<file path="config.mk">
export PLATFORM = sky130hd
export DESIGN_NAME = audio_agc_level_ctrl_flat
export DESIGN_NICKNAME = d
export VERILOG_FILES = /design/src/rtl/audio_agc_level_ctrl_if.sv /design/src/rtl/audio_agc_level_ctrl.sv /design/src/flat_wrapper.sv
export SDC_FILE = /design/constraint.sdc
export NUM_CORES = 1
export LEC_CHECK = 0
export CELL_PAD_IN_SITES_DETAIL_PLACEMENT = 1
export CELL_PAD_IN_SITES_GLOBAL_PLACEMENT = 1
export CORE_MARGIN = 3
export CORE_UTILIZATION = 48
export CTS_BUF_LIST = sky130_fd_sc_hd__clkbuf_8
export CTS_CLUSTER_DIAMETER = 200
export DETAILED_ROUTE_END_ITERATION = 8
export PLACE_DENSITY = 0.91
export SLEW_MARGIN = 20
export SYNTH_ARGS = -nofsm -noshare
export SYNTH_HDL_FRONTEND = slang
export SYNTH_SLANG_ARGS = --single-unit
</file>
<file path="constraint.sdc">
create_clock -name clk -period 11.8 [get_ports clk]
set_input_delay 3.54 -clock clk [delete_from_list [all_inputs] [get_ports clk]]
set_output_delay 3.54 -clock clk [all_outputs]
set_load 0.02 [all_outputs]
</file>
<file path="src/rtl/audio_agc_level_ctrl_if.sv">
// Audio AGC sample/level bus.
// master: side that supplies PCM samples and consumes gain/level reports.
// slave : the AGC level controller.
interface audio_agc_level_ctrl_if;
    logic        sample_valid;
    logic [15:0] audio_in;
    logic [2:0]  gain_code;
    logic [15:0] peak_level;
    logic        peak_valid;
    logic        clip_flag;

    modport master (
        output sample_valid,
        output audio_in,
        input  gain_code,
        input  peak_level,
        input  peak_valid,
        input  clip_flag
    );

    modport slave (
        input  sample_valid,
        input  audio_in,
        output gain_code,
        output peak_level,
        output peak_valid,
        output clip_flag
    );
endinterface

</file>
<file path="src/rtl/audio_agc_level_ctrl.sv">
// Audio automatic gain control.
// Measures the windowed peak |x| of the gain stage output, reports peak and
// clipping once per window, and steps the 3-bit gain code down on loud or
// clipped windows and up after HOLD_WINDOWS consecutive quiet windows.
// Optional build macro AGC_MANUAL_OVERRIDE_EN adds manual_en/manual_code,
// which force the gain code while still reporting levels.
module audio_agc_level_ctrl #(
    parameter int unsigned WINDOW_LOG2  = 10,
    parameter logic [15:0] HI_THRESH    = 16'h6000,
    parameter logic [15:0] LO_THRESH    = 16'h2000,
    parameter int unsigned HOLD_WINDOWS = 4,
    parameter logic [2:0]  INIT_GAIN    = 3'b100
) (
    input  logic                    clk,
    input  logic                    rst_n,
`ifdef AGC_MANUAL_OVERRIDE_EN
    input  logic                    manual_en,
    input  logic [2:0]              manual_code,
`endif
    audio_agc_level_ctrl_if.slave   bus
);

    typedef enum logic [0:0] {
        ST_MEASURE = 1'b0,
        ST_EVAL    = 1'b1
    } state_t;

    localparam logic [WINDOW_LOG2-1:0] CNT_ONE  = WINDOW_LOG2'(1);
    localparam logic [WINDOW_LOG2-1:0] CNT_ZERO = WINDOW_LOG2'(0);
    localparam logic [3:0]             HOLD_Q   = 4'(HOLD_WINDOWS);

    // Saturating absolute value: -32768 maps to 32767 so the result fits 16 bits.
    function automatic logic [15:0] abs_sat(input logic [15:0] x);
        logic [15:0] r;
        if (x == 16'h8000) begin
            r = 16'h7FFF;
        end else if (x[15]) begin
            r = (~x) + 16'd1;
        end else begin
            r = x;
        end
        return r;
    endfunction

    state_t                 state_q, state_d;
    logic [WINDOW_LOG2-1:0] cnt_q, cnt_d;
    logic [15:0]            run_peak_q, run_peak_d;
    logic                   run_clip_q, run_clip_d;
    logic [15:0]            snap_peak_q, snap_peak_d;
    logic                   snap_clip_q, snap_clip_d;
    logic [3:0]             quiet_q, quiet_d;
    logic [2:0]             gain_q, gain_d;
    logic [15:0]            peak_level_q, peak_level_d;
    logic                   peak_valid_q, peak_valid_d;
    logic                   clip_q, clip_d;

    logic [15:0]            sample_abs_s;
    logic [15:0]            peak_merge_s;
    logic                   clip_merge_s;
    logic                   win_last_s;
    logic [2:0]             agc_gain_s;
    logic [3:0]             agc_quiet_s;
    logic [3:0]             quiet_inc_s;

    // Window accumulation, EVAL sequencing and the gain decision.
    always_comb begin
        state_d      = state_q;
        cnt_d        = cnt_q;
        run_peak_d   = run_peak_q;
        run_clip_d   = run_clip_q;
        snap_peak_d  = snap_peak_q;
        snap_clip_d  = snap_clip_q;
        peak_level_d = peak_level_q;
        clip_d       = clip_q;
        peak_valid_d = 1'b0;
        agc_gain_s   = gain_q;
        agc_quiet_s  = quiet_q;
        quiet_inc_s  = quiet_q + 4'd1;

        sample_abs_s = abs_sat(bus.audio_in);
        win_last_s   = (cnt_q == {WINDOW_LOG2{1'b1}});
        peak_merge_s = (sample_abs_s > run_peak_q) ? sample_abs_s : run_peak_q;
        clip_merge_s = run_clip_q | (sample_abs_s == 16'h7FFF);

        // The closing sample is folded into the snapshot, so it belongs to
        // the window it completes; samples in EVAL start the next window.
        if (bus.sample_valid) begin
            if (win_last_s) begin
                snap_peak_d = peak_merge_s;
                snap_clip_d = clip_merge_s;
                run_peak_d  = 16'h0000;
                run_clip_d  = 1'b0;
                cnt_d       = CNT_ZERO;
            end else begin
                run_peak_d  = peak_merge_s;
                run_clip_d  = clip_merge_s;
                cnt_d       = cnt_q + CNT_ONE;
            end
        end else begin
            cnt_d = cnt_q;
        end

        case (state_q)
            ST_MEASURE: begin
                if (bus.sample_valid && win_last_s) begin
                    state_d = ST_EVAL;
                end else begin
                    state_d = ST_MEASURE;
                end
            end
            ST_EVAL: begin
                state_d      = ST_MEASURE;
                peak_level_d = snap_peak_q;
                clip_d       = snap_clip_q;
                peak_valid_d = 1'b1;
                if (snap_clip_q) begin
                    agc_gain_s  = (gain_q > 3'd1) ? (gain_q - 3'd2) : 3'd0;
                    agc_quiet_s = 4'd0;
                end else if (snap_peak_q > HI_THRESH) begin
                    agc_gain_s  = (gain_q != 3'd0) ? (gain_q - 3'd1) : 3'd0;
                    agc_quiet_s = 4'd0;
                end else if (snap_peak_q < LO_THRESH) begin
                    if (quiet_inc_s >= HOLD_Q) begin
                        agc_gain_s  = (gain_q != 3'd7) ? (gain_q + 3'd1) : 3'd7;
                        agc_quiet_s = 4'd0;
                    end else begin
                        agc_quiet_s = quiet_inc_s;
                    end
                end else begin
                    agc_quiet_s = 4'd0;
                end
            end
            default: begin
                state_d = ST_MEASURE;
            end
        endcase

`ifdef AGC_MANUAL_OVERRIDE_EN
        // Manual code wins over any AGC step; the quiet streak restarts so
        // the loop resumes cleanly from the manual setting.
        if (manual_en) begin
            gain_d  = manual_code;
            quiet_d = 4'd0;
        end else begin
            gain_d  = agc_gain_s;
            quiet_d = agc_quiet_s;
        end
`else
        gain_d  = agc_gain_s;
        quiet_d = agc_quiet_s;
`endif
    end

    // State and output registers with synchronous active-low reset.
    always_ff @(posedge clk) begin
        if (!rst_n) begin
            state_q      <= ST_MEASURE;
            cnt_q        <= CNT_ZERO;
            run_peak_q   <= 16'h0000;
            run_clip_q   <= 1'b0;
            snap_peak_q  <= 16'h0000;
            snap_clip_q  <= 1'b0;
            quiet_q      <= 4'd0;
            gain_q       <= INIT_GAIN;
            peak_level_q <= 16'h0000;
            peak_valid_q <= 1'b0;
            clip_q       <= 1'b0;
        end else begin
            state_q      <= state_d;
            cnt_q        <= cnt_d;
            run_peak_q   <= run_peak_d;
            run_clip_q   <= run_clip_d;
            snap_peak_q  <= snap_peak_d;
            snap_clip_q  <= snap_clip_d;
            quiet_q      <= quiet_d;
            gain_q       <= gain_d;
            peak_level_q <= peak_level_d;
            peak_valid_q <= peak_valid_d;
            clip_q       <= clip_d;
        end
    end

    assign bus.gain_code  = gain_q;
    assign bus.peak_level = peak_level_q;
    assign bus.peak_valid = peak_valid_q;
    assign bus.clip_flag  = clip_q;

endmodule

</file>
<file path="src/flat_wrapper.sv">
// flat-port wrapper written by rule: the top's interface ports become plain ports
module audio_agc_level_ctrl_flat 
#(
    parameter int unsigned WINDOW_LOG2  = 10,
    parameter logic [15:0] HI_THRESH    = 16'h6000,
    parameter logic [15:0] LO_THRESH    = 16'h2000,
    parameter int unsigned HOLD_WINDOWS = 4,
    parameter logic [2:0]  INIT_GAIN    = 3'b100
)
  (clk, rst_n, bus_sample_valid, bus_audio_in, bus_gain_code, bus_peak_level, bus_peak_valid, bus_clip_flag);
  audio_agc_level_ctrl_if bus_i ();
  input  logic clk;
  input  logic rst_n;
  input wire logic [$bits(bus_i.sample_valid)-1:0] bus_sample_valid;
  input wire logic [$bits(bus_i.audio_in)-1:0] bus_audio_in;
  output wire logic [$bits(bus_i.gain_code)-1:0] bus_gain_code;
  output wire logic [$bits(bus_i.peak_level)-1:0] bus_peak_level;
  output wire logic [$bits(bus_i.peak_valid)-1:0] bus_peak_valid;
  output wire logic [$bits(bus_i.clip_flag)-1:0] bus_clip_flag;
  assign bus_i.sample_valid = bus_sample_valid;
  assign bus_i.audio_in = bus_audio_in;
  assign bus_gain_code = bus_i.gain_code;
  assign bus_peak_level = bus_i.peak_level;
  assign bus_peak_valid = bus_i.peak_valid;
  assign bus_clip_flag = bus_i.clip_flag;
  audio_agc_level_ctrl #(.WINDOW_LOG2(WINDOW_LOG2), .HI_THRESH(HI_THRESH), .LO_THRESH(LO_THRESH), .HOLD_WINDOWS(HOLD_WINDOWS), .INIT_GAIN(INIT_GAIN)) u_core (.clk(clk), .rst_n(rst_n), .bus(bus_i));
endmodule
</file>
==> results.txt <==
----------------------------------------------------
[Timing]
  Worst setup slack after layout ... 3.65 ns
  Total negative slack for setup checks ... 0 ns
  Transition time at the pin with the least slew margin ... 1.05 ns
  Number of setup violations in the final report ... 0
  Count of final max-slew check failures ... 0
  Normalized max-slew margin ... 0.300
  Post-Route Skew ... 0.0173 ns
  Setup repair after global routing missed its margin ... no
  Final critical delay including setup and external delays ... 8.15 ns
  Count of endpoints failing hold in the final timing report ... 0
  Final cycle utilization of the critical path ... 0.690
  Achievable clock frequency ... 123 MHz

[Critical path]
  Reg2reg start ... u_core.run_peak_q[15]$_SDFFE_PN0P_
  Cell count of the worst reg-to-reg path ... 8
  Crit path buf inv count ... 2
  Most Frequent Cell on Critical Path ... ha_1
  Slowest stage delay, CP ... 0.77 ns
  Worst-path maximum fanout ... 17
  FF-to-FF End ... u_core.snap_peak_q[3]$_SDFFE_PN0P_
  Critical-path cell list ... clkdlybuf4s50_1 -> inv_1 -> ha_1 -> nor4b_1 -> o2111ai_1 -> a21oi_1 -> a31oi_1 -> ha_1 -> nand4_1 -> nor4_1 -> o21ai_0 -> and4_1 -> nor2_2 -> o211ai_1
  Minimum setup slack among reg-to-reg paths ... 8.64 ns
  Number of gates on the worst path with buffers counted ... 14
  Element type at the critical path start ... input pin
  Worst setup path startpoint ... bus_audio_in[0]
  Destination of the critical timing path ... u_core.snap_peak_q[3]$_SDFFE_PN0P_
  CP delay by family, top ... simple AND/OR/NAND/NOR gates
  Sort of element at the end of the critical path ... flop
  Arrival time of data at the critical path endpoint ... 8.34 ns
  Cell with the largest stage delay on the worst path ... nor4b_1
  Worst endpoint required time ... 12.00 ns
  Critical setup path kind ... in2reg

[Flow run]
  Max cap viols ... 0

[Synthesis]
  Most frequent cell after synthesis ... dfxtp_1
  Synthesized cell area ... 4260 um^2
  Leading cell types by total area after synthesis ... dfxtp_1 (33%), ha_1 (6.8%), mux2i_1 (5.4%)
  Proportion of register bits with asynchronous set or reset after synthesis ... 0
  Count of state elements after synthesis ... 70
  Number of flops mapped to enable cells by yosys ... 0
  Leading cell types by count after synthesis ... dfxtp_1 (70), nand2_1 (51), nor2_1 (47), nand3_1 (31), o21ai_0 (30)
  Synthesized instance count ... 538
  Post-synth cell types ... 56
  Post-synthesis cell type with the largest combined area ... dfxtp_1
  Area share of the leading cell type in the synthesized netlist ... 0.329
  Proportion of synthesized chip area in sequential cells ... 0.329
  Synth warn ... 0
  Average cell area after synthesis ... 7.92 um^2
  Top_reg_cell synth ... dfxtp_1
  Syn nets ... 580

[CTS]
  TritonCTS clock tree ... yes
  Clock latency at the later pin of the worst-skew pair ... 0.36 ns
  Clock buffer depth ... 2
  Cells resized by post-CTS repair ... 0
  Clock tree root driver cell ... clkbuf_8
  Total clock buffers created by CTS ... 9
  Hold_buf cts ... 0
  Clock sink total ... 70
  Clock transition time at the flip-flop clock pins of the worst setup and hold paths ... 0.07 ns
  Clock H-tree levels ... 3
  Setup repair bufs after CTS ... 0

[Global routing]
  Overall fraction of global-route tracks in use ... 0.278
  Wire length of the first global-routing pass ... 22500 um
  Total congestion overflow ... 0
  Vias in the first global route ... 4349
  Pin count of the biggest net entering global routing ... 36
  Antenna violations before repair ... 0

[Finish]
  Post-Layout Inst Area ... 4880 um^2
  Share of final-layout standard cells stronger than drive strength 1 ... 0.0537
  Fill cell total of the finished layout ... 1035
  Final-stage net count ... 596
  N_diodes ... 0
  Area of the multi-input gates ... 2580 um^2
  Storage element area ... 1400 um^2
  Area delta synth->final ... 14.4%

[Pwr]
  Cell internal power dissipation ... 0.406 mW
  Switching power total ... 0.169 mW
  Sw frac ... 0.294
  Sequential Power Share ... 0.434
  Highest ir drop seen on vdd ... 47.5 uV
  Clock power share ... 0.396
  Ratio of total power to cell area ... 118 nW/um^2
  Comb pwr share ... 0.170
  Leakage power summed over all cells ... 1.76 nW
  Total design power ... 0.575 mW

[Placed design]
  Standard cell area after detailed placement ... 4640 um^2
  Worst slack after detailed placement ... 3.13 ns
  Final weighted congestion in routability-driven placement ... 0.942
  DP HPWL ... 9060 um
  PortBufs ... 39

[Min path]
  Startpoint of the worst hold path ... u_core.bus.peak_level[5]$_SDFFE_PN0P_
  Worst min-delay path class ... reg2reg

[Drt]
  Post-DR wirelength/cell ... 20.2 um
  WL final ... 13400 um
  Via/cell ratio ... 6.41
  Post-DRT Antenna Nets ... 0
  Detailed Routing Iterations Pass 1 ... 5
  Starting DRT DRC Count ... 391
  Number of vias after detailed routing ... 4253
  DRC viols ... 0

[Floorplan]
  Effective utilization at floorplan ... 0.506
  CORE AREA ... 8420 um^2
  Die height ... 100 um
  Row count ... 33
  Die outline width ... 100 um
  I/O pin count ... 40
  Die footprint ... 10000 um^2

[Run status]
  Outcome ... finished clean

----------------------------------------------------
[cells in the final DEF, fill, tap and decap left out, types with 18 or more instances in the layout]
cell type,n
nand4_1,28
ha_1,23
nand3_1,31
nand2_1,50
mux2i_1,23
o211ai_1,18
nor2_1,46
clkdlybuf4s50_1,39
inv_1,29
o21ai_0,30
dfxtp_1,70
[power groups by stage]
stage / sequential [mW] / clock (mW) / combinational, mW
floorplan: 0.252 / 0 / 0.0667
CTS: 0.249 / 0.227 / 0.0959
finish: 0.249 / 0.227 / 0.0979
global placement: 0.254 / 0 / 0.0894
detailed placement: 0.254 / 0 / 0.0942
global route: 0.250 / 0.239 / 0.109
[kinds of logic after synthesis]
family                   after synthesis  share of synthesized area
AND/OR/NAND/NOR                      225                      0.271
flip-flops                            70                      0.329
adder cells (fa/ha/maj)               23                     0.0675
buffers and inverters                 67                     0.0664
XOR/XNOR                              15                     0.0308
AO/OA/AOI/OAI                        115                      0.181
multiplexers                          23                     0.0540
[layout make-up]
class / count / area share
Sequential cell: 70 / 0.287
Multi-Input combinational cell: 401 / 0.530
Clock buffer: 11 / 0.0310
Inverter: 29 / 0.0223
Clock inverter: 5 / 0.0167
Tap cell: 105 / 0.0269
Timing Repair Buffer: 43 / 0.0862
[worst min-delay path by stage]
stage	to	slack (ns)	cells after the start
finish	u_core.bus.peak_level[5]$_SDFFE_PN0P_	0.51	2
floorplan	u_core.run_clip_q$_SDFFE_PN0P_	0.44	2
global route	u_core.bus.peak_level[7]$_SDFFE_PN0P_	0.54	2
global placement	u_core.run_clip_q$_SDFFE_PN0P_	0.46	2
detailed placement	u_core.snap_peak_q[14]$_SDFFE_PN0P_	0.48	2
CTS	u_core.quiet_q[1]$_SDFFE_PN0P_	0.51	2
[flip-flops by register name, summed over array words and instances, names as in the netlist]
| register | flops |
|---|---|
| u_core.run_peak_q | 16 |
| u_core.state_q | 1 |
| u_core.bus.clip_flag | 1 |
| u_core.quiet_q | 4 |
| u_core.bus.peak_level | 16 |
| u_core.bus.peak_valid | 1 |
| u_core.cnt_q | 10 |
| u_core.snap_peak_q | 16 |
| u_core.bus.gain_code | 3 |
| u_core.run_clip_q | 1 |
| u_core.snap_clip_q | 1 |
[through the flow]
stage,util,std cells,hold slack [ns]
2_1_floorplan,-,538,0.445
3_3_place_gp,0.551,648,0.463
3_5_place_dp,0.551,648,0.479
4_1_cts,0.578,664,0.510
5_1_grt,0.579,664,0.535
6_report,0.579,664,0.507
[worst reg2reg max path: cells and delay by family (launching register included)]
family,cells,cell delay [ns]
buffers and inverters,1,0.09
DFF,1,0.36
and+or+nand+nor,4,1.80
AOI/OAI and AO/OA,2,0.44
adders and majority gates,1,0.31
[layer usage]
layer / GRT usage / share of wire / up-vias
met5: 0 / 0 / -
met4: 0.106 / 0.036 / 0
met3: 0.0486 / 0.051 / 44
met2: 0.480 / 0.49 / 149
met1: 0.344 / 0.43 / 2078
li1: - / - / 1982
No activity file was read; power rests on OpenSTA's default activity.
